<file path="src/rtl/pipe_hazard_unit.sv">
// Hazard, forwarding and flush controller for the five-stage in-order pipeline.
// Ports:
//   clk, rst (sync active-low)
//   id_valid/id_rs/id_rs_used/id_rt/id_rt_used/id_rd/id_regwrite/id_is_load/id_jump
//     describe the instruction currently in ID
//   ex_br_taken : taken branch resolved in EX
//   stall, flush_fd, flush_dx : same-cycle pipeline control
//   fwd_a, fwd_b : registered operand-forward selects for the instruction in EX
//   stall_cnt, flush_cnt : saturating performance counters
module pipe_hazard_unit #(
    parameter int REG_AW     = 5,
    parameter int DEPTH      = 3,
    parameter int LOAD_STAGE = 2,
    parameter int FWD_EN     = 1,
    parameter int FWD_W      = 2,
    parameter int CNT_W      = 16
) (
    input  logic              clk,
    input  logic              rst,
    input  logic              id_valid,
    input  logic [REG_AW-1:0] id_rs,
    input  logic              id_rs_used,
    input  logic [REG_AW-1:0] id_rt,
    input  logic              id_rt_used,
    input  logic [REG_AW-1:0] id_rd,
    input  logic              id_regwrite,
    input  logic              id_is_load,
    input  logic              id_jump,
    input  logic              ex_br_taken,
    output logic              stall,
    output logic              flush_fd,
    output logic              flush_dx,
    output logic [FWD_W-1:0]  fwd_a,
    output logic [FWD_W-1:0]  fwd_b,
    output logic [CNT_W-1:0]  stall_cnt,
    output logic [CNT_W-1:0]  flush_cnt
);

    // Scoreboard: bit/entry k is the producer currently in stage k (1 = EX).
    logic [DEPTH:1]    v_q, v_d;
    logic [DEPTH:1]    ld_q, ld_d;
    logic [REG_AW-1:0] rd_q [1:DEPTH];

    logic [FWD_W-1:0] fwd_a_q, fwd_a_d;
    logic [FWD_W-1:0] fwd_b_q, fwd_b_d;
    logic [CNT_W-1:0] stall_cnt_q, stall_cnt_d;
    logic [CNT_W-1:0] flush_cnt_q, flush_cnt_d;

    logic [FWD_W-1:0] code_a, code_b;
    logic             haz_a, haz_b;
    logic             issue, ins;

    // Walk from oldest to youngest so the smallest matching stage wins.
    always_comb begin
        code_a = '0;
        haz_a  = 1'b0;
        code_b = '0;
        haz_b  = 1'b0;
        for (int k = DEPTH; k >= 1; k--) begin
            if (id_rs_used && id_rs != '0 && v_q[k] && rd_q[k] == id_rs) begin
                code_a = '0;
                haz_a  = 1'b0;
                // Write-through register file covers the oldest stage.
                if (k < DEPTH) begin
                    if (FWD_EN != 0) begin
                        code_a = FWD_W'(k);
                        haz_a  = ld_q[k] && (k < LOAD_STAGE);
                    end else begin
                        haz_a  = 1'b1;
                    end
                end
            end
            if (id_rt_used && id_rt != '0 && v_q[k] && rd_q[k] == id_rt) begin
                code_b = '0;
                haz_b  = 1'b0;
                if (k < DEPTH) begin
                    if (FWD_EN != 0) begin
                        code_b = FWD_W'(k);
                        haz_b  = ld_q[k] && (k < LOAD_STAGE);
                    end else begin
                        haz_b  = 1'b1;
                    end
                end
            end
        end
    end

    // A taken branch overrides the stall: the ID instruction is dropped.
    assign stall    = rst & id_valid & (haz_a | haz_b) & ~ex_br_taken;
    assign flush_dx = rst & ex_br_taken;
    assign flush_fd = rst & (ex_br_taken | (id_jump & id_valid & ~stall));

    assign issue = id_valid & ~stall & ~ex_br_taken;
    assign ins   = issue & id_regwrite & (id_rd != '0);

    always_comb begin
        v_d         = {v_q[DEPTH-1:1], ins};
        ld_d        = {ld_q[DEPTH-1:1], ins & id_is_load};
        fwd_a_d     = issue ? code_a : '0;
        fwd_b_d     = issue ? code_b : '0;
        stall_cnt_d = stall_cnt_q;
        flush_cnt_d = flush_cnt_q;
        if (stall && !(&stall_cnt_q))
            stall_cnt_d = stall_cnt_q + CNT_W'(1);
        if (ex_br_taken && !(&flush_cnt_q))
            flush_cnt_d = flush_cnt_q + CNT_W'(1);
    end

    always_ff @(posedge clk) begin
        if (!rst) begin
            v_q         <= '0;
            ld_q        <= '0;
            fwd_a_q     <= '0;
            fwd_b_q     <= '0;
            stall_cnt_q <= '0;
            flush_cnt_q <= '0;
            for (int k = 1; k <= DEPTH; k++)
                rd_q[k] <= '0;
        end else begin
            v_q         <= v_d;
            ld_q        <= ld_d;
            fwd_a_q     <= fwd_a_d;
            fwd_b_q     <= fwd_b_d;
            stall_cnt_q <= stall_cnt_d;
            flush_cnt_q <= flush_cnt_d;
            rd_q[1]     <= id_rd;
            for (int k = DEPTH; k >= 2; k--)
                rd_q[k] <= rd_q[k-1];
        end
    end

    assign fwd_a     = fwd_a_q;
    assign fwd_b     = fwd_b_q;
    assign stall_cnt = stall_cnt_q;
    assign flush_cnt = flush_cnt_q;

endmodule

</file>
<file path="config.mk">
export PLATFORM = sky130hd
export DESIGN_NAME = pipe_hazard_unit
export DESIGN_NICKNAME = d
export VERILOG_FILES = /design/src/rtl/pipe_hazard_unit.sv
export SDC_FILE = /design/constraint.sdc
export NUM_CORES = 1
export LEC_CHECK = 0
export ABC_AREA = 1
export BUFFER_PORTS_ARGS = -buffer_cell sky130_fd_sc_hd__buf_2
export CAP_MARGIN = 20
export CORE_MARGIN = 2
export CORE_UTILIZATION = 48
export CTS_CLUSTER_DIAMETER = 30
export DETAILED_ROUTE_END_ITERATION = 8
export PLACE_DENSITY = 0.74
export RECOVER_POWER = 25
export SLEW_MARGIN = 25
export SYNTH_ARGS = -nofsm -noshare
export SYNTH_HDL_FRONTEND = slang
export SYNTH_SLANG_ARGS = --single-unit
</file>
<file path="constraint.sdc">
create_clock -name clk -period 1.7 [get_ports clk]
set_clock_uncertainty 0.2 [all_clocks]
set_input_delay 0 -clock clk [delete_from_list [all_inputs] [get_ports clk]]
set_output_delay 0 -clock clk [all_outputs]
set_load 0.01 [all_outputs]
</file>
==> results of run 1 <==
==> logic make-up (layout without fill, tap and decap cells) <==
| kind of cell | Yosys count | after routing | share of synthesized area, % |
|---|---|---|---|
| compound gates | 48 | 48 | 10.4 |
| flops | 49 | 49 | 38.8 |
| xor+xnor | 6 | 6 | 2.08 |
| buf+inv | 74 | 205 | 11.1 |
| simple gates | 191 | 191 | 36.7 |
| fa+ha+maj | 2 | 2 | 0.989 |
==> registers in the layout, summed over array words and instances, names as in the netlist <==
| name | flops |
|---|---|
| rd_q | 10 |
| fwd_a | 2 |
| v_q | 2 |
| fwd_b | 2 |
| flush_cnt | 16 |
| ld_q | 1 |
| stall_cnt | 16 |
==> worst max-delay path, cell delays in order, from the launching register on <==
cell and delay, ns:
dfxtp_4 0.38, ha_4 0.14, nand2_2 0.06, nor3_4 0.18
buf_4 0.15, inv_1 0.06, nor3_1 0.14, nand4_1 0.14
nor2_1 0.18, nor3b_2 0.07
==> cell type report <==
class,count,area share (%)
Inverter,69,6.90
Timing Repair Buffer,129,23.3
Sequential cell,49,26.6
Clock buffer,6,2.20
Multi-Input combinational cell,247,38.4
Tap cell,70,2.33
Clock inverter,1,0.167
==> metrics by stage <==
stage               setup TNS, ns  util, %  instance area, µm²
floorplan                       0        -                2560
global route                -3.33     73.5                3760
detailed placement         -0.237     62.5                3190
global placement          -0.0175     62.5                3190
finish                     -0.764     73.5                3760
CTS                        -0.254     70.3                3590
==> Yosys cell counts, types with 2 or more instances <==
master and count:
inv_2 9, o21a_1 3, ha_1 2, nand2_4 2, nor3b_1 5, inv_1 60, nor3_1 7, o21ai_0 12
nand2_1 77, nor3b_2 2, dfxtp_1 49, clkbuf_1 3, nor2_1 48, a21oi_1 21, xor2_1 5, o21ai_1 5
nor2_2 3, buf_2 2, o22ai_1 3, nand3_1 19, nand2_2 2, nand4_1 14, nand3_2 2, nor3_4 2
==> per-layer routing <==
layer / global-route usage, % / part of all wire, %
met5: 0 / 0
met4: 9.82 / 2.6
met3: 4.62 / 5.4
met2: 41.3 / 50
met1: 28.9 / 42
==> where the power goes <==
group / leakage (nW) / internal [mW] / switching (mW)
clock: 0.0476 / 0.323 / 0.374
sequential: 0.402 / 1.16 / 0.0178
combinational: 1.34 / 0.118 / 0.132
==> final timing paths <==
kind                                   start      endpoint  slack (ns)  depth (start not counted)
worst min register to register        v_q[1]        v_q[2]        0.25                          2
worst min-delay path                id_rs[3]      fwd_a[1]       0.005                          5
worst max register to register  stall_cnt[0]  stall_cnt[8]       -0.09                          9
worst max-delay path            stall_cnt[0]  stall_cnt[8]       -0.09                          9
==> timing repair <==
item / CTS / global route
buffers inserted: 5 / 8
gates resized for setup: 22 / 42
hold buffers: 20 / 0
setup endpoints to repair: 14 / 39
cloned: 0 / 0
pin swaps: 18 / 16
hold endpoints to repair: 13 / 0
==> results.py, run 1 <==
metrics = {
    "run_status": {
        "status": "finished, violations left",
        "violations": "setup timing",
    },
    "cts": {
        "clockRootBuffer": "clkbuf_8",
        "clk_latency_ns": 0.30,
        "cts_max_level": 2,
        "cts_sinks": 49,
        "cts_made_buffers": 5,
        "cts_tree": "yes",
        "clock_path_buffers": 2,
        "clk_pin_slew_worst_paths_ns": 0.09,
    },
    "finish": {
        "fillers": 413,
        "multi_input_area_um2": 1440,
        "ff_latch_area_um2": 1000,
        "fin_cells": 571,
        "final_common_cell": "nand2_1",
        "diodes": 0,
        "area_growth_pct": 48.5,
        "layout_common_cells": "nand2_1, buf_2, inv_1, buf_4, nor2_1",
        "drive_gt1_share_pct": 36.7,
        "nNetsFinal": 527,
    },
    "critical_path": {
        "critical_path_class": "reg2reg",
        "cp_max_fo": 4,
        "cp.required_ns": 1.69,
        "worstPathArrival_ns": 1.78,
        "crit_path_end_kind": "register",
        "start_kind": "register",
    },
    "synthesis": {
        "synth_cells": 370,
        "synthTopCellsByArea": "dfxtp_1, nand2_1, inv_1",
        "synth_flop_cell": "dfxtp_1",
        "yosys.area.top_type": "dfxtp_1",
        "syn_nets": 396,
        "synthArstFlopShare_pct": 0,
        "ys_warn_count": 0,
        "synth-seq-cells": 49,
        "synth.avg_cell_area_um2": 6.83,
        "synth_edf_count": 0,
        "seq_area_frac_synth_pct": 38.8,
        "netlist_area_um2": 2530,
        "synth.top_cell.area_share_pct": 38.8,
        "yosysUniqueCellTypes": 37,
    },
    "floorplanning": {
        "die_height_um": 76.6,
        "std_cell_rows": 26,
        "die_w_um": 76.6,
        "core_area_um2": 5110,
        "ios": 63,
        "die_area_um2": 5860,
        "initial_utilization_pct": 49.5,
    },
    "timing": {
        "max_freq_ghz": 0.559,
        "max_slew.worst_pin.slew_ns": 0.569,
        "final.min_clock_period_ns": 1.79,
        "slew_violations": 0,
        "rsz0062_at_grt": "yes",
        "relSlewSlack_pct": 61.5,
        "setup_violations": 22,
        "whs_ns": 0.00463,
        "finalCritPeriodShare_pct": 105,
        "setup_ws_ns": -0.0904,
        "hold_violations": 0,
    },
    "power_and_ir_drop": {
        "p_per_area_nw_per_um2": 567,
        "ir_worst_vdd_mv": 0.342,
        "leakage_nw": 1.79,
        "power_mw": 2.13,
    },
    "route": {
        "avgRoutedWirePerCell_um": 13.0,
        "drc": 0,
        "drt_iter0_markers": 215,
        "final_antenna_net_count": 0,
        "firstDrtPassIters": 4,
        "via_per_inst": 5.04,
        "wl_mm": 7.42,
        "vias": 2879,
    },
    "worst_hold_path": {
        "hold_path.class": "in2reg",
    },
    "global_route": {
        "grt_pass1_vias": 2583,
        "antenna_found_initial": 0,
        "grt_overflow_total": 0,
        "grt_max_degree": 36,
        "grtUsageTotal_pct": 23.8,
        "grt_pass1_wl_mm": 11.4,
    },
    "placement": {
        "io_buffers": 62,
        "place_congestion": 0.939,
        "place_ws_ns": -0.0509,
        "place_inst": 531,
        "dp_hpwl_mm": 4.68,
    },
    "flow_run": {
        "cap_violations": 0,
    },
}
(Power assumes the default switching activity.)
==> run 2: changes to the inputs <==
- CORE_ASPECT_RATIO: unset -> 1.2
- MAX_ROUTING_LAYER: unset -> met4
==> results.py, run 2 (synthesis gave the netlist of run 1 again) <==
metrics = {
    "run_status": {
        "status": "finished, violations left",
        "violations": "setup timing",
    },
    "cts": {
        "clock_path_buffers": 2,
        "cts_max_level": 2,
        "clk_pin_slew_worst_paths_ns": 0.10,
        "clockRootBuffer": "clkbuf_8",
        "cts_tree": "yes",
        "clk_latency_ns": 0.31,
        "cts_made_buffers": 5,
        "cts_sinks": 49,
    },
    "timing": {
        "finalCritPeriodShare_pct": 112,
        "setup_ws_ns": -0.205,
        "setup-tns-final_ns": -2.28,
        "setup_violations": 20,
        "rsz0062_at_grt": "yes",
        "final.min_clock_period_ns": 1.91,
        "relSlewSlack_pct": 73.3,
        "max_freq_ghz": 0.525,
        "slew_violations": 0,
        "max_slew.worst_pin.slew_ns": 0.395,
        "hold_violations": 0,
    },
    "finish": {
        "fin_cells": 557,
        "multi_input_area_um2": 1430,
        "diodes": 0,
        "area_growth_pct": 48.5,
        "ff_latch_area_um2": 1000,
        "final_common_cell": "nand2_1",
        "drive_gt1_share_pct": 36.4,
        "fillers": 360,
        "nNetsFinal": 522,
        "layout_common_cells": "nand2_1, buf_2, inv_1, nor2_1, dfxtp_1",
    },
    "power_and_ir_drop": {
        "pwr-share-seq_pct": 48.9,
        "power_frac_comb_pct": 10.0,
        "ir_worst_vdd_mv": 0.455,
        "clkPwrFrac_pct": 41.1,
        "power.switching_uw": 551,
        "leakage_nw": 1.80,
        "p_per_area_nw_per_um2": 641,
        "switching_share_pct": 22.9,
        "internal-power_mw": 1.86,
    },
    "critical_path": {
        "cp_max_fo": 6,
        "cp.required_ns": 1.75,
        "critical_path_class": "reg2reg",
        "worstPathArrival_ns": 1.95,
        "r2r_start": "rd_q[1][1]",
        "crit_path_end_kind": "register",
        "r2r_cells": 11,
        "r2r_setup_slack_ns": -0.21,
        "start_kind": "register",
        "r2r-end": "stall_cnt[0]",
    },
    "route": {
        "final_antenna_net_count": 0,
        "firstDrtPassIters": 4,
        "wl_mm": 7.20,
        "drt_iter0_markers": 114,
        "drc": 0,
        "met1_length_mm": 2.79,
        "wl_met3_um": 397,
        "wl_met2_mm": 3.77,
        "vias": 2890,
        "via_per_inst": 5.19,
        "maxUsedRoutingLayer": "met4",
        "avgRoutedWirePerCell_um": 12.9,
    },
    "placement": {
        "place_congestion": 0.921,
        "place_inst": 524,
        "dp_hpwl_mm": 4.84,
        "io_buffers": 62,
    },
    "worst_hold_path": {
        "whs_path_depth": 4,
        "hold_start": "rst",
        "hold_path.class": "in2reg",
        "hold_end": "rd_q[1][0]",
    },
    "floorplanning": {
        "die_w_um": 70.3,
        "initial_utilization_pct": 50.5,
        "std_cell_rows": 28,
        "core_area_um2": 5010,
        "die_area_um2": 5870,
        "ios": 63,
        "die_height_um": 83.5,
    },
    "global_route": {
        "grt_overflow_total": 0,
        "grt_pass1_vias": 2676,
        "grt_max_degree": 36,
        "grt_pass1_wl_mm": 11.2,
        "grtUsageTotal_pct": 23.8,
        "antenna_found_initial": 0,
    },
    "flow_run": {
        "cap_violations": 0,
    },
}
==> run 2: cell type report <==
type	count	share of cell area, %
sequential	49	26.7
inverter	69	6.90
clock inverter	3	1.73
multi-input combinational	247	38.1
timing repair buffer	124	22.7
clock buffer	5	1.83
tap	60	2.00
==> run 2: worst max-delay path: stages (launching register included) <==
cell and delay [ns]:
dfxtp_2 0.37, inv_1 0.06, nand2_1 0.08, nand3_1 0.10
nor2_1 0.15, nand3_2 0.11, nand2_4 0.09, buf_6 0.12
nand3_4 0.12, buf_6 0.18, a21oi_2 0.12, o21a_1 0.13
==> run 2: metal layers <==
metal	track usage, %	up-vias
li1	-	1434
met1	25.8	1313
met2	42.4	110
met3	4.83	33
met4	8.57	0
met5	-	-
==> run 2: worst max path at each step <==
stage | from | end | slack (ns) | cells after the start
global route | rd_q[1][0] | flush_fd | -0.28 | 11
finish | rd_q[1][1] | stall_cnt[0] | -0.21 | 11
global placement | flush_cnt[0] | flush_cnt[11] | -0.02 | 10
CTS | rd_q[1][4] | flush_fd | -0.12 | 12
floorplan | flush_cnt[0] | flush_cnt[8] | 0.005 | 10
detailed placement | rd_q[1][0] | stall_cnt[3] | -0.07 | 10
==> run 2: repair_timing <==
action                                  CTS  global route
buffers inserted                          1             4
endpoints found under the setup margin   21            39
gates resized for setup                  20            36
hold endpoints to repair                 13             0
hold buffers                             21             0
pin swaps                                 8            13
==> run 2: stage by stage <==
stage | setup slack, ns | power (mW) | hold slack (ns) | cell area [µm²] | util (%)
4_1_cts | -0.119 | 2.41 | -0.0304 | 3620 | 72.3
5_1_grt | -0.284 | 2.50 | 0.0311 | 3760 | 75.0
2_1_floorplan | 0.00503 | 1.30 | -0.102 | 2560 | -
3_5_place_dp | -0.0664 | 1.39 | -0.00103 | 3200 | 63.9
3_3_place_gp | -0.0190 | 1.38 | -0.00198 | 3200 | 63.9
6_report | -0.205 | 2.41 | 0.00728 | 3760 | 75.0
==> run 2: power groups by stage <==
| stage | clock network, mW | registers, mW | logic [mW] |
|---|---|---|---|
| floorplan | 0 | 1.20 | 0.0990 |
| global placement | 0 | 1.20 | 0.181 |
| detailed placement | 0 | 1.20 | 0.185 |
| CTS | 1.01 | 1.18 | 0.226 |
| global route | 1.05 | 1.18 | 0.263 |
| finish | 0.989 | 1.18 | 0.241 |
